===== config.mk =====
export PLATFORM = sky130hd
export DESIGN_NAME = dma_irq_ctrl
export DESIGN_NICKNAME = d
export VERILOG_FILES = /design/src/rtl/dma_pkg.sv /design/src/rtl/dma_irq_coalescer.sv /design/src/rtl/dma_irq_ctrl.sv
export SDC_FILE = /design/constraint.sdc
export NUM_CORES = 1
export LEC_CHECK = 0
export CAP_MARGIN = 10
export CORE_UTILIZATION = 40
export CTS_BUF_LIST = sky130_fd_sc_hd__clkbuf_16
export CTS_CLUSTER_SIZE = 24
export DETAILED_ROUTE_END_ITERATION = 12
export PLACE_DENSITY = 0.73
export SLEW_MARGIN = 20
export SYNTH_ARGS = -nofsm -noshare
export SYNTH_HDL_FRONTEND = slang
export SYNTH_SLANG_ARGS = --single-unit
export TNS_END_PERCENT = 10

===== constraint.sdc =====
create_clock -name clk -period 11.1 [get_ports clk]
set_input_delay 2.775 -clock clk [delete_from_list [all_inputs] [get_ports clk]]
set_output_delay 2.775 -clock clk [all_outputs]
set_load 0.02 [all_outputs]

===== src/rtl/dma_pkg.sv =====
// Shared types and bit positions for the DMA interrupt controller.
package dma_pkg;

  localparam int IRQ_DONE_BIT = 0;
  localparam int IRQ_ERR_BIT  = 1;

  typedef enum logic [1:0] {
    IRQ_IDLE     = 2'd0,
    IRQ_COALESCE = 2'd1,
    IRQ_FIRE     = 2'd2
  } irq_state_e;

endpackage


===== src/rtl/dma_irq_coalescer.sv =====
// Done-event coalescing: pending counter, timeout timer and the IDLE/COALESCE/FIRE FSM.
module dma_irq_coalescer
  import dma_pkg::*;
#(
  parameter int CNT_WIDTH = 8,
  parameter int TMR_WIDTH = 16
) (
  input  logic                 clk,
  input  logic                 rst,
  input  logic                 done_evt,
  input  logic                 clr_done,
  input  logic [CNT_WIDTH-1:0] cfg_coal_thresh,
  input  logic [TMR_WIDTH-1:0] cfg_coal_timeout,
  output logic [CNT_WIDTH-1:0] pend_cnt,
  output logic                 fired
);

  localparam logic [CNT_WIDTH-1:0] CNT_MAX = '1;
  localparam logic [CNT_WIDTH-1:0] CNT_ONE = {{(CNT_WIDTH-1){1'b0}}, 1'b1};
  localparam logic [TMR_WIDTH-1:0] TMR_ONE = {{(TMR_WIDTH-1){1'b0}}, 1'b1};

  irq_state_e           state_reg, state_next, state_cur;
  logic [CNT_WIDTH-1:0] pend_cnt_reg, pend_cnt_next;
  logic [CNT_WIDTH-1:0] cnt_base, thresh_eff;
  logic [TMR_WIDTH-1:0] timer_reg, timer_next;
  logic                 timeout_hit;

  always_ff @(posedge clk) begin
    if (rst) begin
      state_reg    <= IRQ_IDLE;
      pend_cnt_reg <= '0;
      timer_reg    <= '0;
    end else begin
      state_reg    <= state_next;
      pend_cnt_reg <= pend_cnt_next;
      timer_reg    <= timer_next;
    end
  end

  always_comb begin
    // A clear lands first, so a same-cycle done event is evaluated from a fresh IDLE.
    cnt_base      = clr_done ? '0 : pend_cnt_reg;
    state_cur     = clr_done ? IRQ_IDLE : state_reg;
    pend_cnt_next = cnt_base;
    if (done_evt && (cnt_base != CNT_MAX)) begin
      pend_cnt_next = cnt_base + CNT_ONE;
    end
    thresh_eff  = (cfg_coal_thresh == '0) ? CNT_ONE : cfg_coal_thresh;
    timeout_hit = (cfg_coal_timeout != '0) && (timer_reg == (cfg_coal_timeout - TMR_ONE));
    state_next  = state_cur;
    timer_next  = timer_reg;

    case (state_cur)
      IRQ_IDLE: begin
        timer_next = '0;
        if (done_evt) begin
          if (pend_cnt_next >= thresh_eff) begin
            state_next = IRQ_FIRE;
          end else begin
            state_next = IRQ_COALESCE;
          end
        end
      end
      IRQ_COALESCE: begin
        if ((pend_cnt_next >= thresh_eff) || timeout_hit) begin
          state_next = IRQ_FIRE;
        end else begin
          timer_next = timer_reg + TMR_ONE;
        end
      end
      IRQ_FIRE: begin
        state_next = IRQ_FIRE;
      end
      default: begin
        state_next = IRQ_IDLE;
        timer_next = '0;
      end
    endcase
  end

  assign pend_cnt = pend_cnt_reg;
  assign fired    = (state_reg == IRQ_FIRE);

endmodule


===== src/rtl/dma_irq_ctrl.sv =====
// DMA interrupt controller: edge detection, sticky error status, done coalescing and masked irq.
module dma_irq_ctrl
  import dma_pkg::*;
#(
  parameter int CNT_WIDTH = 8,
  parameter int TMR_WIDTH = 16
) (
  input  logic                 clk,
  input  logic                 rst,
  input  logic                 dma_done_i,
  input  logic                 dma_error_i,
  input  logic [1:0]           cfg_irq_en_i,
  input  logic [CNT_WIDTH-1:0] cfg_coal_thresh_i,
  input  logic [TMR_WIDTH-1:0] cfg_coal_timeout_i,
  input  logic                 clr_valid_i,
  input  logic [1:0]           clr_mask_i,
  output logic                 irq_o,
  output logic [1:0]           irq_status_o,
  output logic [CNT_WIDTH-1:0] pend_cnt_o
);

  logic [1:0] src_in, src_prev_reg, src_evt, clr_bits;
  logic       err_status_reg, err_status_next;
  logic       done_fired;

  assign src_in[IRQ_DONE_BIT] = dma_done_i;
  assign src_in[IRQ_ERR_BIT]  = dma_error_i;

  genvar gi;
  generate
    for (gi = 0; gi < 2; gi++) begin : g_src
      assign src_evt[gi]  = src_in[gi] & ~src_prev_reg[gi];
      assign clr_bits[gi] = clr_valid_i & clr_mask_i[gi];
    end
  endgenerate

  // A same-cycle error event outranks the clear.
  assign err_status_next = src_evt[IRQ_ERR_BIT] | (err_status_reg & ~clr_bits[IRQ_ERR_BIT]);

  always_ff @(posedge clk) begin
    if (rst) begin
      src_prev_reg   <= '0;
      err_status_reg <= 1'b0;
    end else begin
      src_prev_reg   <= src_in;
      err_status_reg <= err_status_next;
    end
  end

  dma_irq_coalescer #(
    .CNT_WIDTH (CNT_WIDTH),
    .TMR_WIDTH (TMR_WIDTH)
  ) u_coalescer (
    .clk              (clk),
    .rst              (rst),
    .done_evt         (src_evt[IRQ_DONE_BIT]),
    .clr_done         (clr_bits[IRQ_DONE_BIT]),
    .cfg_coal_thresh  (cfg_coal_thresh_i),
    .cfg_coal_timeout (cfg_coal_timeout_i),
    .pend_cnt         (pend_cnt_o),
    .fired            (done_fired)
  );

  assign irq_status_o[IRQ_DONE_BIT] = done_fired;
  assign irq_status_o[IRQ_ERR_BIT]  = err_status_reg;
  assign irq_o = |(irq_status_o & cfg_irq_en_i);

endmodule


# Word level (Yosys, flattened, before mapping)
# Index checks and enable logic that the tools add are counted.
dict set report totals {
  ff_bits 29
  out_inout_bits 11
}
dict set report op_classes {
  n_addsub 3
  n_lt_le_gt_ge 1
  eq_ne 6
  muxes 10
  bitwise 11
  n_reduce_logical 8
}
# op count
set ops {}
lappend ops {{$pmux 16 s2} 1}
lappend ops {{$mux 8} 3}
lappend ops {{$add 16x1->16 const B} 1}
lappend ops {{$eq 16x16->1} 1}
lappend ops {{$mux 16} 1}
lappend ops {{$reduce_bool 16->1} 1}
lappend ops {{$sub 16x1->16 const B} 1}
lappend ops {{$add 8x1->8 const B} 1}
lappend ops {{$ge 8x8->1} 1}
lappend ops {{$logic_not 8->1} 1}
lappend ops {{$mux 2} 4}
lappend ops {{$ne 8x8->1 const B} 1}
lappend ops {{$pmux 2 s3} 1}
lappend ops {{$and 1x1->1} 5}
lappend ops {{$eq 2x2->1 const B} 2}
lappend ops {{$not 1->1} 4}
lappend ops {{$and 2x2->2} 1}
lappend ops {{$eq 2x1->1 const B} 1}
lappend ops {{$logic_and 1x1->1} 2}
lappend ops {{$logic_not 2->1} 1}
lappend ops {{$ne 2x2->1 const B} 1}
lappend ops {{$reduce_and 2->1} 1}
lappend ops {{$reduce_or 2->1} 1}
lappend ops {{$logic_or 1x1->1} 1}
lappend ops {{$or 1x1->1} 1}

# Depth between registers and ports, before layout
# Gate-level depths: netlist (run 1).
dict set report depth {
  depth_word 9
  mapped_depth 20
  ltp_nobuf 19
}

# By module
# Synthesis (run 1) repeated with hierarchy kept, for this count alone.
dict set report unflattened {
  cells_unflattened 283
  area_unflattened_um2 2331.0
}
# mod instances cells_per_inst area_each_um2 seq_area_each_um2
set by_module_without_submodules {}
lappend by_module_without_submodules {dma_irq_coalescer 1 270 2197.1 520.5}
lappend by_module_without_submodules {dma_irq_ctrl 1 13 133.9 60.1}

# Least setup slack after synthesis (run 1)
# Ideal clock, no wire load.
dict set report synth_path {
  kind {input port to flip-flop}
  start {input port clr_valid_i}
  end {register u_coalescer.timer_reg[10]}
  setup_ns 0.116
  arrival_time_ns 6.058
  required_time_ns 10.984
  path_slack_ns 4.926
  stages 20
  path_buffers 1
  cell_sequence {nand2_1 and2_1 ha_1 nand3_1 nor3_1 nor3b_1 and3_1 nand2_1 xor2_1 nor2_1 ha_1 a21o_1 a21oi_1 o21a_1 o21ai_1 a31o_2 a21oi_2 buf_6 a31oi_1 a41o_1}
}
dict set report synth_via {
  elab_chain_cells 9
  elab_cells_between_ends 15
}
# element line
set synth_lines {}
lappend synth_lines {{start, declared} dma_irq_ctrl.sv:15} ;# input logic clr_valid_i,
lappend synth_lines {{$and 1x1->1 (*)} dma_irq_ctrl.sv:33} ;# assign clr_bits[gi] = clr_valid_i & clr_mask_i[gi];
lappend synth_lines {{$mux 8 (*)} dma_irq_coalescer.sv:42} ;# cnt_base = clr_done ? '0 : pend_cnt_reg;
lappend synth_lines {{branches (longest 2 deep; another with $add 8x1->8)} --}
lappend synth_lines {{$mux 8 (*)} dma_irq_coalescer.sv:45} ;# if (done_evt && (cnt_base != CNT_MAX)) begin
lappend synth_lines {{net u_coalescer.pend_cnt_next[4]} dma_irq_coalescer.sv:23} ;# logic [CNT_WIDTH-1:0] pend_cnt_reg, pend_cnt_next;
lappend synth_lines {{$ge 8x8->1 (*)} dma_irq_coalescer.sv:65} ;# if ((pend_cnt_next >= thresh_eff) || timeout_hit) begin
lappend synth_lines {{$logic_or 1x1->1 (*)} dma_irq_coalescer.sv:65}
lappend synth_lines {{$ne 2x2->1 (no source line) (*)} --}
lappend synth_lines {{$reduce_and 2->1 (no source line) (*)} --}
lappend synth_lines {{end signal, assigned} dma_irq_coalescer.sv:36} ;# timer_reg <= timer_next;
lappend synth_lines {{end, declared} dma_irq_coalescer.sv:25} ;# logic [TMR_WIDTH-1:0] timer_reg, timer_next;
# Mark *: on every way through the listed nets, which the timed path passes.
# A chain may end at the register's enable or synchronous reset.

# Worst setup path in the final report (run 1)
dict set report layout_path {
  start {input port clr_valid_i}
  end {register u_coalescer.timer_reg[7]}
}
# The elaborated chain is that of the path after synthesis.

==> impl_metrics.json, run 1 <==
{
  "yosysWarnings": 0,
  "drive_gt1_share_pct": 5.35,
  "clkPwrFrac_pct": 44.7,
  "synth-edff-count": 0,
  "multi_input_area_um2": 1520,
  "cts_buffers": 5,
  "max-cap-violations": 0,
  "n_antenna_cell": 0,
  "yosysUniqueCellTypes": 54,
  "whs_ns": 0.504,
  "start_util_pct": 42.4,
  "port_buffers": 43,
  "drtAntennaViolNets": 0,
  "p_int_uw": 208,
  "finalHoldViolations": 0,
  "fin_cells": 388,
  "crit_path_end_kind": "flip-flop",
  "via_per_inst": 5.35,
  "dr.pass1.iters": 4,
  "syn-cell-area_um2": 2210,
  "rsz0062_at_grt": "no",
  "cp.arrival_ns": 7.55,
  "ctsLongestPathBuffers": 2,
  "cts-root-buf": "clkbuf_16",
  "tightestPinTransition_ns": 0.933,
  "slew_viol_final": 0,
  "cts_resized": 0,
  "wl_met2_mm": 2.30,
  "core_um2": 5200,
  "p_sw_uw": 62.3,
  "total_power_uw": 271,
  "ys_ff_latch": 29,
  "dieArea_um2": 5820,
  "first_global_vias": 1888,
  "antenna_found_initial": 0,
  "crit_required_ns": 11.29,
  "rows": 26,
  "grt.overflow.total": 0,
  "cp_max_fo": 23,
  "cts_tree": "done",
  "finalCritPeriodShare_pct": 66.3,
  "rr_worst_depth": 18,
  "post-route-min-period_ns": 7.36,
  "wl_mm": 5.02,
  "io_pins": 44,
  "cts_setup_buffers": 0,
  "finish.instance_area_um2": 2810,
  "syn2layout_area_growth_pct": 27.3,
  "wl_met1_mm": 2.44,
  "swShare_pct": 23.0,
  "grt_use_total_pct": 17.9,
  "fp.dieW_um": 76.3,
  "drtIter0Drc": 156,
  "postLayoutCoreUtil_pct": 54.0,
  "finalSetupViolCount": 0,
  "leakage_nw": 1.09,
  "syn-num-nets": 321,
  "worst_slack_ns": 3.74,
  "hold_class": "flip-flop to flip-flop",
  "nets": 362,
  "routed.top_layer": "met4",
  "fmax_mhz": 136,
  "largest_register_ffs": 16,
  "grt_max_degree": 24,
  "holdBufCountCts": 0,
  "status": "finished clean",
  "vias": 2075,
  "pre_cts_ws_ns": 3.52,
  "tns_ns": 0,
  "placed_area_um2": 2680,
  "peakVddDrop_mv": 0.0483,
  "yosysSeqAreaShare_pct": 26.3,
  "async_flop_share_pct": 0,
  "syn_avg_cell_area_um2": 7.97,
  "hpwl_mm": 3.76,
  "crit_path_start_kind": "input port",
  "maxSlewHeadroom_pct": 37.8,
  "hold_depth": 2,
  "dr_wl_met3_um": 208,
  "gp_congestion": 0.860,
  "p_per_area_nw_per_um2": 96.3,
  "seqCellArea_um2": 581,
  "critPathKind": "input port to flip-flop",
  "rrSetupSlack_ns": 6.72,
  "htree_levels": 2,
  "nFillCells": 512,
  "p_seq_share_pct": 39.6,
  "netlist_instances": 277,
  "wl_per_cell_um": 12.9,
  "die_y_um": 76.3,
  "synth_flop_cell": "dfxtp_1",
  "clk_latency_ns": 0.27,
  "grt_first_pass_wirelength_mm": 8.53,
  "cts.sinks": 29,
  "drc_errors": 0,
  "clk_pin_slew_ns": 0.05,
  "pwr-share-comb_pct": 15.7,
  "clock_skew_ns": 0.00395,
  "dp_cells": 381
}
## cells in the mapped netlist, types with 3 or more instances
master / instances / share of area, %
a21oi_1: 10 / 2.3
nand4_1: 7 / 2.0
nor2b_1: 10 / 2.8
ha_1: 11 / 6.2
a31oi_1: 4 / 1.1
o21ai_0: 3 / 0.68
a21o_1: 3 / 1.0
and2_1: 5 / 1.4
nand2_1: 28 / 4.8
nor2_1: 23 / 3.9
and3_1: 10 / 2.8
nand3_1: 8 / 1.8
a41o_1: 3 / 1.4
dfxtp_1: 29 / 26
o41ai_1: 4 / 1.6
buf_4: 3 / 1.0
nor3_1: 11 / 2.5
xor2_1: 11 / 4.4
mux2i_1: 6 / 2.7
nor4_1: 3 / 0.85
clkbuf_1: 5 / 0.85
inv_1: 13 / 2.2
xnor2_1: 16 / 6.3
nand2b_1: 11 / 3.1
## kinds of logic (layout without fill, tap and decap cells)
family / after synthesis / count (layout) / share of synthesized area [%]
AOI/OAI and AO/OA: 46 / 46 / 15.3
adders and majority gates: 11 / 11 / 6.23
buffers and inverters: 23 / 64 / 4.76
xor gates and xnor gates: 27 / 27 / 10.7
muxes: 8 / 8 / 3.74
and+or+nand+nor: 133 / 133 / 33.0
DFF: 29 / 29 / 26.3
## final timing paths
check / from / to
worst max-delay path: clr_valid_i / u_coalescer.timer_reg[7]
worst min-delay path: u_coalescer.timer_reg[15] / u_coalescer.timer_reg[15]
worst max register to register: u_coalescer.pend_cnt[1] / u_coalescer.timer_reg[7]
worst min register to register: u_coalescer.timer_reg[15] / u_coalescer.timer_reg[15]
## worst max-delay path, cell delays in order
cell and delay, ns:
clkdlybuf4s50_1 0.49, nand2_1 0.19, and2_1 0.26, ha_1 0.21, nand3_1 0.09, nor3_1 0.05, nor3b_1 0.51, and3_1 0.27
nand2_1 0.07, xor2_1 0.19, nor2_1 0.07, ha_1 0.32, a21o_1 0.16, a21oi_1 0.13, o21a_1 0.13, o21ai_1 0.18
a31o_2 0.31, a21oi_2 0.68, nand2_1 0.22, o31ai_2 0.25
## cell type report
class,instances,area share (%)
clock buffers,5,4.45
clock inverters,2,0.267
inverters,13,1.74
multi-input cells,225,54.2
flip-flops and latches,29,20.7
well taps,70,3.12
repair buffers,44,15.6
## per-layer routing
metal | vias up | GRT usage [%]
li1 | 1077 | -
met1 | 937 | 23.2
met2 | 53 | 29.2
met3 | 8 | 3.47
met4 | 0 | 6.73
met5 | - | 0
## cells in the final DEF, fill, tap and decap left out, types with 2 or more instances in the layout
cell type,netlist,routed
a211oi_1,2,2
a21boi_0,2,2
a21o_1,3,3
a21oi_1,10,10
a31o_2,2,2
a31oi_1,4,4
a41o_1,3,3
and2_1,5,5
and3_1,10,10
and4_1,2,2
clkbuf_16,0,5
clkdlybuf4s50_1,0,43
dfxtp_1,29,29
ha_1,11,11
inv_1,13,14
mux2_2,2,2
mux2i_1,6,6
nand2_1,28,28
nand2b_1,11,11
nand3_1,8,8
nand3b_1,2,2
nand4_1,7,7
nor2_1,23,23
nor2b_1,10,10
nor3_1,11,11
nor3b_1,2,2
nor4_1,3,3
o21ai_0,3,3
o31ai_1,2,2
o41ai_1,4,4
or3_1,2,2
or3b_1,2,2
xnor2_1,16,16
xor2_1,11,11
## power by group through the flow
stage	sequential [mW]	clock (mW)	combinational, mW
after floorplan	0.110	0	0.0219
after global placement	0.109	0	0.0416
after detailed placement	0.109	0	0.0426
after CTS	0.107	0.124	0.0427
after global routing	0.107	0.130	0.0472
final	0.107	0.121	0.0425
(Power assumes the default switching activity.)
==> inputs of run 2 (changes only) <==
--- a/config.mk
+++ b/config.mk
@@ -10,7 +10,7 @@
 export CTS_BUF_LIST = sky130_fd_sc_hd__clkbuf_16
 export CTS_CLUSTER_SIZE = 24
 export DETAILED_ROUTE_END_ITERATION = 12
-export PLACE_DENSITY = 0.73
+export PLACE_DENSITY = 0.75
 export SLEW_MARGIN = 20
 export SYNTH_ARGS = -nofsm -noshare
 export SYNTH_HDL_FRONTEND = slang
==> constraint.sdc (replaced) <==
create_clock -name clk -period 6 [get_ports clk]
set_input_delay 1.5 -clock clk [delete_from_list [all_inputs] [get_ports clk]]
set_output_delay 1.5 -clock clk [all_outputs]
set_load 0.02 [all_outputs]
==> run 2 against run 1 <==
  * Cell area up 0.53%
  * Flip-flop and latch count unchanged
  * Register-to-register slack worse by 4.5 ns
  * Clock-buffer cell count unchanged
  * Hold slack worse by 0.0050 ns
  * Via count up 1.7%
  * Clock power up 87%
  * Core utilization up 0.29 points
==> impl_metrics.json, run 2 (synthesis gave the netlist of run 1 again) <==
{
  "cts_setup_buffers": 0,
  "rr_worst_depth": 19,
  "rrSetupSlack_ns": 2.18,
  "cts-root-buf": "clkbuf_16",
  "drtAntennaViolNets": 0,
  "gp_congestion": 0.900,
  "rsz0062_at_grt": "no",
  "nFillCells": 485,
  "crit_start": "clr_valid_i",
  "grt_first_pass_wirelength_mm": 7.98,
  "first_global_vias": 1897,
  "clock_skew_ns": 0.00642,
  "hpwl_mm": 3.74,
  "drive_gt1_share_pct": 5.94,
  "antenna_found_initial": 0,
  "cp.arrival_ns": 5.67,
  "finalCritPeriodShare_pct": 91.9,
  "peakVddDrop_mv": 0.0943,
  "clk_latency_ns": 0.27,
  "dr.pass1.iters": 4,
  "crit_required_ns": 6.16,
  "cp_max_fo": 23,
  "holdBufCountCts": 0,
  "syn2layout_area_growth_pct": 27.9,
  "finalHoldViolations": 0,
  "placed_area_um2": 2690,
  "port_buffers": 43,
  "vias": 2111,
  "finish.instance_area_um2": 2830,
  "cts_tree": "done",
  "largest_register_ffs": 16,
  "grt_max_degree": 24,
  "wl_per_cell_um": 12.4,
  "n_antenna_cell": 0,
  "crit_path_start_kind": "input port",
  "critPathKind": "input port to flip-flop",
  "htree_levels": 2,
  "io_pins": 44,
  "fmax_mhz": 181,
  "p_per_area_nw_per_um2": 178,
  "tightestPinTransition_ns": 0.629,
  "maxSlewHeadroom_pct": 57.7,
  "crit_path_end": "u_coalescer.timer_reg[10]",
  "core_um2": 5200,
  "cts.sinks": 29,
  "crit_path_end_kind": "flip-flop",
  "cts_resized": 0,
  "max-cap-violations": 0,
  "rows": 26,
  "ctsLongestPathBuffers": 2,
  "clk_pin_slew_ns": 0.05,
  "final_common_cell": "clkdlybuf4s50_1",
  "layout_common_cells": "clkdlybuf4s50_1, dfxtp_1, nand2_1",
  "dieArea_um2": 5820,
  "tns_ns": 0,
  "post-route-min-period_ns": 5.51,
  "wl_mm": 4.83,
  "slew_viol_final": 0,
  "fp.dieW_um": 76.3,
  "drc_errors": 0,
  "grt.overflow.total": 0,
  "leakage_nw": 1.10,
  "drtIter0Drc": 117,
  "grt_use_total_pct": 16.6,
  "start_util_pct": 42.4,
  "die_y_um": 76.3,
  "via_per_inst": 5.41,
  "r2r-start": "u_coalescer.pend_cnt[1]",
  "reg2reg_to": "u_coalescer.timer_reg[10]",
  "finalSetupViolCount": 0,
  "hold_class": "flip-flop to flip-flop",
  "cts_buffers": 5,
  "status": "finished clean",
  "nets": 364
}
## run 2: critical path, cell delays in order
cell and delay [ns]:
clkdlybuf4s50_1 0.49, nand2_1 0.19, and2_1 0.26, ha_1 0.21, nand3_1 0.08, nor3_1 0.04
nor3b_1 0.51, and3_1 0.28, nand2_1 0.08, xor2_1 0.18, nor2_1 0.06, ha_1 0.32
a21o_1 0.16, a21oi_1 0.14, o21a_1 0.13, o21ai_1 0.10, a31o_2 0.27, a21oi_2 0.09
buf_4 0.25, a31oi_1 0.11, a41o_1 0.21
## run 2: per-layer routing
metal / global-route usage (%) / vias to the layer above / wire length, um
met5: 0 / - / 0
met4: 5.00 / 0 / 57
met3: 3.47 / 6 / 188
met2: 27.5 / 37 / 2250
met1: 21.5 / 986 / 2340
li1: - / 1082 / -
## run 2: through the flow
step           instances  setup WS, ns  power, mW  utilization, %  hold slack, ns
5_1_grt              390         0.152      0.523            54.3           0.513
3_5_place_dp         383         0.226      0.281            51.7           0.499
2_1_floorplan        277          1.10      0.243               -           0.458
3_3_place_gp         383         0.403      0.279            51.7           0.481
6_report             390         0.488      0.503            54.3           0.499
4_1_cts              390         0.491      0.505            54.3           0.505
## run 2: how the worst min path moves through the flow
stage | slack [ns] | cells past startpoint | from | to
floorplan | 0.46 | 2 | u_coalescer.timer_reg[15] | u_coalescer.timer_reg[15]
global placement | 0.48 | 2 | u_coalescer.timer_reg[15] | u_coalescer.timer_reg[15]
detailed placement | 0.50 | 2 | u_coalescer.timer_reg[15] | u_coalescer.timer_reg[15]
CTS | 0.51 | 2 | u_coalescer.timer_reg[15] | u_coalescer.timer_reg[15]
global route | 0.51 | 2 | u_coalescer.timer_reg[15] | u_coalescer.timer_reg[15]
finish | 0.50 | 2 | u_coalescer.timer_reg[15] | u_coalescer.timer_reg[15]
## run 2: power breakdown
part	internal [mW]	total [mW]	switching (mW)
clock	0.148	0.226	0.0784
combinational	0.0419	0.0782	0.0362
sequential	0.196	0.199	0.00231
## run 2: layout make-up
cell class | instances | area, um2 | area share, %
inverter | 13 | 48.8 | 1.73
clock buffer | 5 | 125 | 4.43
clock inverter | 2 | 7.51 | 0.266
timing repair buffer | 46 | 453 | 16.0
multi-input combinational | 225 | 1520 | 53.9
tap | 70 | 87.6 | 3.10
sequential | 29 | 581 | 20.5
==> inputs of run 3 (changes only) <==
--- a/config.mk
+++ b/config.mk
@@ -6,11 +6,11 @@
 export NUM_CORES = 1
 export LEC_CHECK = 0
 export CAP_MARGIN = 10
-export CORE_UTILIZATION = 40
+export CORE_UTILIZATION = 45
 export CTS_BUF_LIST = sky130_fd_sc_hd__clkbuf_16
 export CTS_CLUSTER_SIZE = 24
 export DETAILED_ROUTE_END_ITERATION = 12
-export PLACE_DENSITY = 0.75
+export PLACE_DENSITY = 0.82
 export SLEW_MARGIN = 20
 export SYNTH_ARGS = -nofsm -noshare
 export SYNTH_HDL_FRONTEND = slang
==> run 3 against run 2 <==
  * Total power rose by 1.8%
  * Clock-buffer cell count is the same
  * First-iteration DRC count down 15%
  * Die area decreased by 11%
  * Clock power rose by 4%
  * Core utilization is 5.9 points higher
  * Register-to-register slack worse by 0.09 ns
  * Highest routed layer unchanged
  * Global-route usage increased by 5.8 points
  * Flip-flop and latch count stayed put
  * Largest power group unchanged
  * Non-clock buffer count up 2
==> impl_metrics.json, run 3 (synthesis gave the netlist of run 1 again) <==
{
  "syn2layout_area_growth_pct": 28.7,
  "final_common_cell": "clkdlybuf4s50_1",
  "n_antenna_cell": 0,
  "cts-root-buf": "clkbuf_16",
  "dr.pass1.iters": 4,
  "leakage_nw": 1.12,
  "tightestPinTransition_ns": 0.619,
  "hp-start": "u_coalescer.timer_reg[15]",
  "cts.sinks": 29,
  "largest_register_ffs": 16,
  "die_y_um": 72.1,
  "rsz0062_at_grt": "no",
  "r2r-start": "u_coalescer.pend_cnt[0]",
  "critPathKind": "input port to flip-flop",
  "finalCritPeriodShare_pct": 93.0,
  "status": "finished clean",
  "nFillCells": 439,
  "fp.dieW_um": 72.1,
  "ctsLongestPathBuffers": 2,
  "grt_max_degree": 19,
  "port_buffers": 43,
  "hold_class": "flip-flop to flip-flop",
  "antenna_found_initial": 0,
  "reg2reg_to": "u_coalescer.timer_reg[6]",
  "hold_depth": 2,
  "drtIter0Drc": 99,
  "drive_gt1_share_pct": 7.12,
  "dieArea_um2": 5190,
  "fin_cells": 390,
  "wl_mm": 5.27,
  "rows": 25,
  "io_pins": 44,
  "rrSetupSlack_ns": 2.09,
  "clock_skew_ns": 0.00753,
  "rr_worst_depth": 20,
  "start_util_pct": 46.8,
  "first_global_vias": 2138,
  "slew_viol_final": 0,
  "via_per_inst": 5.56,
  "fmax_mhz": 179,
  "max-cap-violations": 0,
  "cts_buffers": 5,
  "tns_ns": 0,
  "wl_per_cell_um": 13.5,
  "grt_use_total_pct": 22.4,
  "crit_required_ns": 6.16,
  "cp.arrival_ns": 5.74,
  "layout_common_cells": "clkdlybuf4s50_1, dfxtp_1, nand2_1",
  "grt_first_pass_wirelength_mm": 9.21,
  "maxSlewHeadroom_pct": 58.6,
  "core_um2": 4720,
  "nets": 366,
  "p_per_area_nw_per_um2": 180,
  "clk_latency_ns": 0.28,
  "htree_levels": 2,
  "holdPathEnd": "u_coalescer.timer_reg[15]",
  "pre_cts_ws_ns": 0.150,
  "grt.overflow.total": 0,
  "cp_max_fo": 14,
  "vias": 2170,
  "dp_cells": 382,
  "hpwl_mm": 3.99,
  "gp_congestion": 0.937,
  "peakVddDrop_mv": 0.103,
  "worst_slack_ns": 0.421,
  "crit_path_end_kind": "flip-flop",
  "drc_errors": 0,
  "cts_tree": "done",
  "clk_pin_slew_ns": 0.05,
  "finalHoldViolations": 0,
  "finalSetupViolCount": 0,
  "cts_resized": 0,
  "drtAntennaViolNets": 0,
  "post-route-min-period_ns": 5.58,
  "crit_path_start_kind": "input port",
  "holdBufCountCts": 0,
  "cts_setup_buffers": 0
}
run 3: power breakdown:
part / switching, mW / total [mW] / internal [mW]
clock network: 0.0839 / 0.234 / 0.150
logic: 0.0372 / 0.0798 / 0.0425
registers: 0.00227 / 0.198 / 0.196
run 3: worst max-delay path by stage:
stage	startpoint	endpoint	slack, ns	cells past startpoint
2_1_floorplan	clr_valid_i	u_coalescer.timer_reg[10]	1.10	20
3_3_place_gp	clr_valid_i	u_coalescer.timer_reg[6]	0.37	22
3_5_place_dp	clr_valid_i	u_coalescer.timer_reg[6]	0.15	22
4_1_cts	clr_valid_i	u_coalescer.timer_reg[6]	0.43	22
5_1_grt	clr_valid_i	u_coalescer.timer_reg[6]	0.04	22
6_report	clr_valid_i	u_coalescer.timer_reg[6]	0.42	22
run 3: metrics by stage:
step	power, mW	utilization [%]	hold WS [ns]	cell area (um2)
finish	0.512	60.2	0.512	2840
global route	0.536	60.2	0.533	2840
CTS	0.515	60.2	0.510	2840
detailed placement	0.282	57.2	0.506	2700
global placement	0.280	57.2	0.480	2700
floorplan	0.243	-	0.458	2210
run 3: critical path: stages:
cell and delay [ns]:
clkdlybuf4s50_1 0.50, nand2_1 0.19, and2_1 0.26, ha_1 0.22
nand3_1 0.09, nor3_1 0.06, nor3b_1 0.22, buf_4 0.17
and3_1 0.18, nand2_1 0.08, xor2_1 0.20, nor2_1 0.06
ha_1 0.32, a21o_1 0.16, a21oi_1 0.14, o21a_1 0.13
o21ai_1 0.09, a31o_2 0.26, a21oi_2 0.41, buf_4 0.26
and3_1 0.16, o21ai_0 0.08
run 3: per-layer routing:
metal / vias to the layer above / track usage, % / wire length, um
met5: - / 0 / 0
met4: 0 / 11.3 / 164
met3: 17 / 4.44 / 200
met2: 55 / 39.1 / 2530
met1: 1014 / 26.1 / 2380
li1: 1084 / - / -
run 3: area by class of cell:
cell class | count | area [um2] | area share, %
Inverter | 13 | 48.8 | 1.72
Timing Repair Buffer | 48 | 468 | 16.5
Multi-Input combinational cell | 225 | 1520 | 53.6
Clock buffer | 5 | 125 | 4.40
Sequential cell | 29 | 581 | 20.4
Tap cell | 67 | 83.8 | 2.95
Clock inverter | 3 | 13.8 | 0.484
